`src/rtl/minsoc_clock_divider_gen_pkg.sv`:
```
// minsoc clock divider: shared divisor encodings.
// Imported by the channel and top-level files.
package minsoc_clock_divider_gen_pkg;

  localparam int MINSOC_CLKDIV_STOP = 0;
  localparam int MINSOC_CLKDIV_MIN  = 2;

endpackage

```
`src/rtl/minsoc_clock_divider_chan.sv`:
```
// minsoc clock divider: one channel with counter, divisors
// and glitch-free output flops.
module minsoc_clock_divider_chan
  import minsoc_clock_divider_gen_pkg::*;
#(
  parameter int DIV_WIDTH   = 16,
  parameter int DEFAULT_DIV = 5
) (
  input  logic                 clk,
  input  logic                 rst,
  input  logic                 wr_en,
  input  logic [DIV_WIDTH-1:0] wr_data,
  input  logic                 sync,
  output logic [DIV_WIDTH-1:0] div,
  output logic                 clk_div,
  output logic                 stb,
  output logic                 run
);

  logic [DIV_WIDTH-1:0] cnt;
  logic [DIV_WIDTH-1:0] div_pend;
  logic [DIV_WIDTH-1:0] wr_val;
  logic [DIV_WIDTH-1:0] last;
  logic [DIV_WIDTH:0]   hi_len;
  logic                 active;
  logic                 wrap;

  // A divisor of 1 cannot produce a two-phase clock, so it becomes 2.
  assign wr_val = (wr_data == DIV_WIDTH'(1))
                ? DIV_WIDTH'(MINSOC_CLKDIV_MIN)
                : wr_data;

  assign active = div != DIV_WIDTH'(MINSOC_CLKDIV_STOP);
  assign last   = div - 1'b1;
  assign wrap   = cnt == last;
  assign hi_len = ({1'b0, div} + 1'b1) >> 1;
  assign run    = active;

  always_ff @(posedge clk) begin
    if (rst) begin
      cnt      <= '0;
      div      <= DIV_WIDTH'(DEFAULT_DIV);
      div_pend <= DIV_WIDTH'(DEFAULT_DIV);
      clk_div  <= 1'b0;
      stb      <= 1'b0;
    end else begin
      if (wr_en) begin
        div_pend <= wr_val;
      end
      if (sync || !active) begin
        cnt     <= '0;
        div     <= div_pend;
        clk_div <= 1'b0;
        stb     <= 1'b0;
      end else begin
        clk_div <= {1'b0, cnt} < hi_len;
        stb     <= cnt == '0;
        // Divisor swaps only at the period boundary.
        if (wrap) begin
          cnt <= '0;
          div <= div_pend;
        end else begin
          cnt <= cnt + 1'b1;
        end
      end
    end
  end

endmodule

```
`src/rtl/minsoc_clock_divider_gen.sv`:
```
// minsoc clock divider: multi-channel programmable divider,
// write decode, sync fan-out and divisor readback.
module minsoc_clock_divider_gen
  import minsoc_clock_divider_gen_pkg::*;
#(
  parameter int CHANNELS    = 4,
  parameter int DIV_WIDTH   = 16,
  parameter int DEFAULT_DIV = 5,
  parameter int SEL_WIDTH   = 2
) (
  input  logic                 clk_i,
  input  logic                 rst_i,
  input  logic                 wr_en_i,
  input  logic [SEL_WIDTH-1:0] wr_sel_i,
  input  logic [DIV_WIDTH-1:0] wr_data_i,
  input  logic                 sync_i,
  input  logic [SEL_WIDTH-1:0] rd_sel_i,
  output logic [DIV_WIDTH-1:0] rd_data_o,
  output logic [CHANNELS-1:0]  clk_o,
  output logic [CHANNELS-1:0]  stb_o,
  output logic [CHANNELS-1:0]  run_o
);

  logic [DIV_WIDTH-1:0] div_act [CHANNELS];
  logic [CHANNELS-1:0]  wr_hit;

  // Selects beyond the last channel match nothing.
  always_comb begin
    wr_hit = '0;
    for (int i = 0; i < CHANNELS; i++) begin
      if (wr_en_i && wr_sel_i == SEL_WIDTH'(i)) begin
        wr_hit[i] = 1'b1;
      end
    end
  end

  for (genvar g = 0; g < CHANNELS; g++) begin : g_chan
    minsoc_clock_divider_chan #(
      .DIV_WIDTH   (DIV_WIDTH),
      .DEFAULT_DIV (DEFAULT_DIV)
    ) u_chan (
      .clk     (clk_i),
      .rst     (rst_i),
      .wr_en   (wr_hit[g]),
      .wr_data (wr_data_i),
      .sync    (sync_i),
      .div     (div_act[g]),
      .clk_div (clk_o[g]),
      .stb     (stb_o[g]),
      .run     (run_o[g])
    );
  end

  always_ff @(posedge clk_i) begin
    if (rst_i) begin
      rd_data_o <= '0;
    end else begin
      rd_data_o <= '0;
      for (int i = 0; i < CHANNELS; i++) begin
        if (rd_sel_i == SEL_WIDTH'(i)) begin
          rd_data_o <= div_act[i];
        end
      end
    end
  end

endmodule

```
`config.mk`:
```
export PLATFORM = sky130hd
export DESIGN_NAME = minsoc_clock_divider_gen
export DESIGN_NICKNAME = d
export VERILOG_FILES = /design/src/rtl/minsoc_clock_divider_gen_pkg.sv /design/src/rtl/minsoc_clock_divider_chan.sv /design/src/rtl/minsoc_clock_divider_gen.sv
export SDC_FILE = /design/constraint.sdc
export NUM_CORES = 1
export LEC_CHECK = 0
export CAP_MARGIN = 40
export CORE_UTILIZATION = 50
export CTS_CLUSTER_SIZE = 14
export DETAILED_ROUTE_END_ITERATION = 16
export GPL_TIMING_DRIVEN = 0
export PLACE_DENSITY = 0.67
export SYNTH_ARGS = -nofsm -noshare
export SYNTH_HDL_FRONTEND = slang
export SYNTH_HIERARCHICAL = 1
export SYNTH_SLANG_ARGS = --single-unit
export TNS_END_PERCENT = 10
```
`constraint.sdc`:
```
create_clock -name clk_i -period 5.2 [get_ports clk_i]
set_clock_uncertainty 0.15 [all_clocks]
set_input_delay 0.52 -clock clk_i [delete_from_list [all_inputs] [get_ports clk_i]]
set_output_delay 0.52 -clock clk_i [all_outputs]
set_load 0.03 [all_outputs]
```
==> flow_metrics.env, run 1 <==
export IMPL_cts_root_buffer="clkbuf_16"
export IMPL_die_width_um=166
export IMPL_hold_slack_ns=0.316
export IMPL_drc=2
export IMPL_place_inst=1899
export IMPL_cpMaxStageDelayCell="clkdlybuf4s50_1"
export IMPL_placement_rows=59
export IMPL_synth_edff_count=0
export IMPL_die_area_um2=27500
export IMPL_total_power_mw=3.96
export IMPL_clock_path_buffers=3
export IMPL_grt_antenna_before_repair=0
export IMPL_via_per_inst=5.99
export IMPL_synth_fa_ha_area_share_pct=7.08
export IMPL_htree_num_levels=1
export IMPL_synth_top_flop_cell="dfxtp_1"
export IMPL_drt_total_wl_mm=37.8
export IMPL_clk_latency_ns=0.54
export IMPL_reg2reg_depth=12
export IMPL_synth_avg_cell_area_um2=8.87
export IMPL_wl_per_cell_um=19.4
export IMPL_cts_resized_gates=0
export IMPL_finalNetCount=1690
export IMPL_syn_nets=1614
export IMPL_synth_cell_types=84
export IMPL_swShare_pct=24.4
export IMPL_hold_class="flop to flop"
export IMPL_cp_required_ns=4.53
export IMPL_postSynthCellCount=1514
export IMPL_ys_async_sr_fraction_pct=0
export IMPL_slowest_delay_ns=0.62
export IMPL_cts_tree="yes"
export IMPL_place_congestion=0.950
export IMPL_firstDrtPassIters=11
export IMPL_hold_path_cell_count=1
export IMPL_grt_ovfl_total=0
export IMPL_path_cells="buf_6 > inv_1 > ha_1 > nor3b_2 > nand4_1 > or3_1 > clkdlybuf4s50_1"
export IMPL_period_needed_ns=3.82
export IMPL_cp_arrival_ns=3.15
export IMPL_io_pins=52
export IMPL_synth_compound_area_share_pct=13.9
export IMPL_start_kind="flop"
export IMPL_worst_pin_slew_ns=0.875
export IMPL_failed_checks="design-rule violations"
export IMPL_drv_cap=0
export IMPL_cp_max_fo=9
export IMPL_yosys_register_bits=216
export IMPL_p_sw_uw=965
export IMPL_grt_pass1_wl_mm=59.9
export IMPL_synth_xor_area_share_pct=12.1
export IMPL_core_um2=26200
export IMPL_p_clk_share_pct=46.4
export IMPL_fmaxAchievable_ghz=0.262
export IMPL_clk_pin_slew_ns=0.06
export IMPL_yosys_warnings=6
export IMPL_synth_top_family_by_area="simple AND/OR/NAND/NOR gates"
export IMPL_fp_dieH_um=166
export IMPL_area_growth_synth_to_final_pct=13.2
export IMPL_max_slew_margin_pct=41.5
export IMPL_power_leakage_nw=5.91
export IMPL_grt_max_degree=16
export IMPL_grtUsageTotal_pct=26.9
export IMPL_final_cell_mix="216 x dfxtp_1, 182 x nor2_1, 95 x xor2_1"
export IMPL_num_antenna_cells=0
export IMPL_p_seq_share_pct=43.6
export IMPL_finalSetupViolations=0
export IMPL_port_buffers=50
export IMPL_min_period_over_period_pct=73.4
export IMPL_finalHoldViolCount=0
export IMPL_drtAntennaViolNets=0
export IMPL_drive_gt1_share_pct=8.09
export IMPL_final_common_cell="dfxtp_1"
export IMPL_status="finished, violations left"
export IMPL_path_class="flop to primary output"
export IMPL_drv_slew=0
export IMPL_setup_tns_ns=0
export IMPL_cts_sinks=216
export IMPL_pwr_share_comb_pct=9.9
export IMPL_dpl_hpwl_mm=27.7
export IMPL_synth_mux_area_share_pct=6.58
export IMPL_p_per_area_nw_per_um2=261
export IMPL_seq_area_frac_synth_pct=32.2
export IMPL_synthSimpleGateAreaFrac_pct=22.3
export IMPL_grt_pass1_vias=11116
export IMPL_drt_iter0_markers=758
export IMPL_rsz0062_at_grt="false"
export IMPL_end_kind="primary output"
export IMPL_cts_buffers=24
export IMPL_p_int_mw=3.00
export IMPL_vias=11623
export IMPL_initial_utilization_pct=51.2
export IMPL_ir_drop_mv=0.232
export IMPL_instances_no_fill=1942
export IMPL_post_cts_setup_buffers=0
export IMPL_cts_hold_buf=0
export IMPL_syn_cell_area_um2=13400
-- layout make-up --
cell class | instances | area (um2)
flip-flops and latches | 216 | 4320
plain buffers | 112 | 651
clock buffers | 35 | 713
multi-input cells | 1151 | 8320
fillers | 2366 | 11000
repair buffers | 50 | 500
clock inverters | 8 | 145
inverters | 35 | 131
well taps | 335 | 419
-- metal layers --
layer	vias up	GRT usage (%)	share of wire, %
met4	0	9.87	3.3
met5	-	0	0
met3	79	3.00	5.8
li1	5617	-	-
met1	5555	35.5	45
met2	372	45.3	46
-- final timing paths --
check                                               end                    startpoint  slack (ns)
worst max-delay path                           run_o[1]       g_chan[1].u_chan/div[0]        1.38
worst min-delay path            g_chan[0].u_chan/div[1]  g_chan[0].u_chan/div_pend[1]        0.32
worst max register to register  g_chan[3].u_chan/div[0]       g_chan[3].u_chan/div[0]        1.50
worst min register to register  g_chan[0].u_chan/div[1]  g_chan[0].u_chan/div_pend[1]        0.32
-- cell families (layout without fill, tap and decap cells) --
family / after synthesis / count (layout)
flops: 216 / 216
mux: 88 / 88
compound gates: 235 / 235
xor+xnor: 185 / 185
fa+ha+maj: 76 / 76
buf+inv: 147 / 240
simple gates: 567 / 567
-- worst max-delay path, delay by kind of cell (launching register included) --
family / cells / cell delay [ns]
and+or+nand+nor: 3 / 1.21
adders and majority gates: 1 / 0.18
DFF: 1 / 0.36
buffers and inverters: 3 / 0.86
-- through the flow --
stage               area [um2]  worst slack [ns]  utilization (%)
finish                   15200              1.38             58.0
global route             15200              1.24             58.0
CTS                      15200              1.38             58.0
detailed placement       14300              1.57             54.7
global placement         14300              1.61             54.7
floorplan                13400              1.94                -
-- synthesized netlist by cell type (all sizes together), types with 21 or more instances --
master / n / area share, %
a21o: 34 / 1.9
a21oi: 21 / 0.92
a22o: 32 / 2.1
a32o: 26 / 1.9
and3: 34 / 1.6
buf: 58 / 3.3
clkbuf: 54 / 1.5
dfxtp: 216 / 32
ha: 76 / 7.1
inv: 35 / 0.98
mux2i: 86 / 6.4
nand2: 73 / 2.0
nand3: 68 / 2.6
nand4: 45 / 2.1
nor2: 182 / 5.1
nor3: 33 / 1.4
nor4: 43 / 2.5
o21ai: 21 / 0.84
o22ai: 22 / 1.1
xnor2: 90 / 5.9
xor2: 95 / 6.2
-- power groups by stage --
stage	registers [mW]	logic, mW	clock network, mW
final	1.73	0.394	1.84
after global routing	1.73	0.424	1.94
after CTS	1.73	0.390	1.87
after detailed placement	1.76	0.386	0
after global placement	1.76	0.382	0
after floorplan	1.76	0.251	0
-- sequential cells by signal, summed over array words and instances, names as in the netlist --
register                cells
g_chan.u_chan/clk_div       4
g_chan.u_chan/stb           4
g_chan.u_chan/cnt          64
g_chan.u_chan/div          64
rd_data_o                  16
g_chan.u_chan/div_pend     64
(Power assumes the default switching activity.)
==> inputs of run 2 (changes only) <==
Settings changed: PLACE_DENSITY 0.67 to 0.7.
Clock period 5.2 ns to 3.5 ns, I/O delays scaled along.
==> run 2 against run 1 <==
  * The flow still finishes with violations (design-rule violations)
  * Register-to-register slack got worse by 1.3 ns
  * Die area unchanged
  * Setup slack got worse by 1.3 ns
  * Critical path depth decreased by 1
  * Combinational power increased by 49%
  * Design area increased by 0.18%
  * First-iteration DRC count increased by 18%
  * Global-route usage decreased by 0.13 points
  * Sequential share of layout area about the same
==> flow_metrics.env, run 2 (synthesis gave the netlist of run 1 again) <==
export IMPL_p_int_mw=4.36
export IMPL_clk_latency_ns=0.53
export IMPL_place_congestion=1.01
export IMPL_port_buffers=50
export IMPL_drive_gt1_share_pct=8.83
export IMPL_cp_required_ns=3.00
export IMPL_failed_checks="design-rule violations"
export IMPL_drc=3
export IMPL_initial_utilization_pct=51.2
export IMPL_firstDrtPassIters=11
export IMPL_dpl_hpwl_mm=27.6
export IMPL_clock_path_buffers=3
export IMPL_finalNetCount=1691
export IMPL_grtUsageTotal_pct=26.8
export IMPL_hold_path_cell_count=4
export IMPL_path_class="flop to primary output"
export IMPL_timing_rr_end="g_chan[1].u_chan/clk_div"
export IMPL_startpoint="g_chan[1].u_chan/div[6]"
export IMPL_finalSetupViolations=0
export IMPL_p_seq_share_pct=44.3
export IMPL_grt_ovfl_total=0
export IMPL_io_pins=52
export IMPL_total_power_mw=5.80
export IMPL_cts_tree="yes"
export IMPL_core_um2=26200
export IMPL_cts_root_buffer="clkbuf_16"
export IMPL_p_sw_mw=1.44
export IMPL_placement_rows=59
export IMPL_fmaxAchievable_ghz=0.293
export IMPL_wl_per_cell_um=19.3
export IMPL_reg2reg_depth=12
export IMPL_start_kind="flop"
export IMPL_vias=11652
export IMPL_endpoint="run_o[1]"
export IMPL_max_slew_margin_pct=37.6
export IMPL_end_kind="primary output"
export IMPL_clk_pin_slew_ns=0.06
export IMPL_htree_num_levels=1
export IMPL_cpMaxStageDelayCell="clkdlybuf4s50_1"
export IMPL_final_common_cell="dfxtp_1"
export IMPL_reg_largest_list="g_chan.u_chan/cnt x64, g_chan.u_chan/div x64, g_chan.u_chan/div_pend x64"
export IMPL_worst_pin_slew_ns=0.933
export IMPL_swShare_pct=24.8
export IMPL_finalHoldViolCount=0
export IMPL_drt_iter0_markers=891
export IMPL_rsz0062_at_grt="true"
export IMPL_cp_arrival_ns=2.91
export IMPL_final_cell_mix="214 x dfxtp_1, 182 x nor2_1, 95 x xor2_1"
export IMPL_grt_max_degree=16
export IMPL_ir_drop_mv=0.379
export IMPL_hold_class="primary input to flop"
export IMPL_hold_slack_ns=0.295
export IMPL_area_growth_synth_to_final_pct=13.5
export IMPL_rrSetupSlack_ns=0.18
export IMPL_min_period_over_period_pct=97.4
export IMPL_status="finished, violations left"
export IMPL_path_cells="clkbuf_1 > nor3_1 > buf_2 > nand4_1 > or3_1 > clkdlybuf4s50_1"
export IMPL_drt_total_wl_mm=37.5
export IMPL_grt_pass1_wl_mm=59.7
export IMPL_p_clk_share_pct=45.6
export IMPL_grt_antenna_before_repair=0
export IMPL_via_per_inst=6.00
export IMPL_instances_no_fill=1943
export IMPL_place_inst=1899
export IMPL_die_area_um2=27500
export IMPL_drv_slew=0
export IMPL_num_antenna_cells=0
export IMPL_p_per_area_nw_per_um2=381
export IMPL_pwr_share_comb_pct=10.1
export IMPL_cts_buffers=24
export IMPL_cp_max_fo=10
export IMPL_setup_tns_ns=0
export IMPL_grt_pass1_vias=10980
export IMPL_slowest_delay_ns=0.62
export IMPL_drtAntennaViolNets=0
export IMPL_rr_startpoint="g_chan[1].u_chan/div[6]"
export IMPL_die_width_um=166
export IMPL_power_leakage_nw=5.94
export IMPL_fp_dieH_um=166
export IMPL_drv_cap=0
export IMPL_fin_util_pct=58.1
export IMPL_period_needed_ns=3.41
export IMPL_cts_sinks=216
-- run 2: metrics by stage --
stage / setup WS [ns] / area, um2
after global placement: -0.100 / 14300
after floorplan: 0.238 / 13400
after global routing: -0.0257 / 15200
after CTS: 0.00927 / 15200
final: 0.0903 / 15200
after detailed placement: -0.106 / 14300
-- run 2: layout make-up --
cell class / instances / area, um2
clock inverter: 10 / 128
fill: 2370 / 11000
clock buffer: 33 / 696
inverter: 35 / 131
timing repair buffer: 54 / 528
buffer: 109 / 642
sequential: 216 / 4330
multi-input combinational: 1151 / 8360
tap: 335 / 419
-- run 2: how the worst min path moves through the flow --
stage,start,endpoint
2_1_floorplan,rst_i,g_chan[1].u_chan/div_pend[6]
3_3_place_gp,g_chan[0].u_chan/div_pend[1],g_chan[0].u_chan/div[1]
3_5_place_dp,g_chan[2].u_chan/div_pend[11],g_chan[2].u_chan/div[11]
4_1_cts,rd_sel_i[0],rd_data_o[14]
5_1_grt,rd_sel_i[0],rd_data_o[14]
6_report,rd_sel_i[0],rd_data_o[10]
-- run 2: per-layer routing --
layer | vias to the layer above | GRT usage, % | part of all wire [%]
met4 | 0 | 9.06 | 3.1
li1 | 5637 | - | -
met2 | 384 | 45.2 | 47
met1 | 5554 | 35.7 | 45
met5 | - | 0 | 0
met3 | 77 | 2.84 | 5.6
-- run 2: worst max-delay path, delay by kind of cell (launching register included) --
kind	cells	cell delay [ns]
buffers and inverters	3	1.14
AND/OR/NAND/NOR	3	0.94
flip-flops	1	0.31
-- run 2: power by group through the flow --
| stage | sequential (mW) | combinational (mW) | clock [mW] |
|---|---|---|---|
| CTS | 2.57 | 0.578 | 2.68 |
| global route | 2.58 | 0.632 | 2.78 |
| finish | 2.57 | 0.586 | 2.64 |
| detailed placement | 2.62 | 0.574 | 0 |
| global placement | 2.62 | 0.566 | 0 |
| floorplan | 2.62 | 0.373 | 0 |
-- run 2: timing repair --
action	in CTS	in global routing
buffers inserted	0	4
gates cloned	0	0
hold buffers	0	0
gates resized for setup	5	8
setup endpoints to repair	31	38
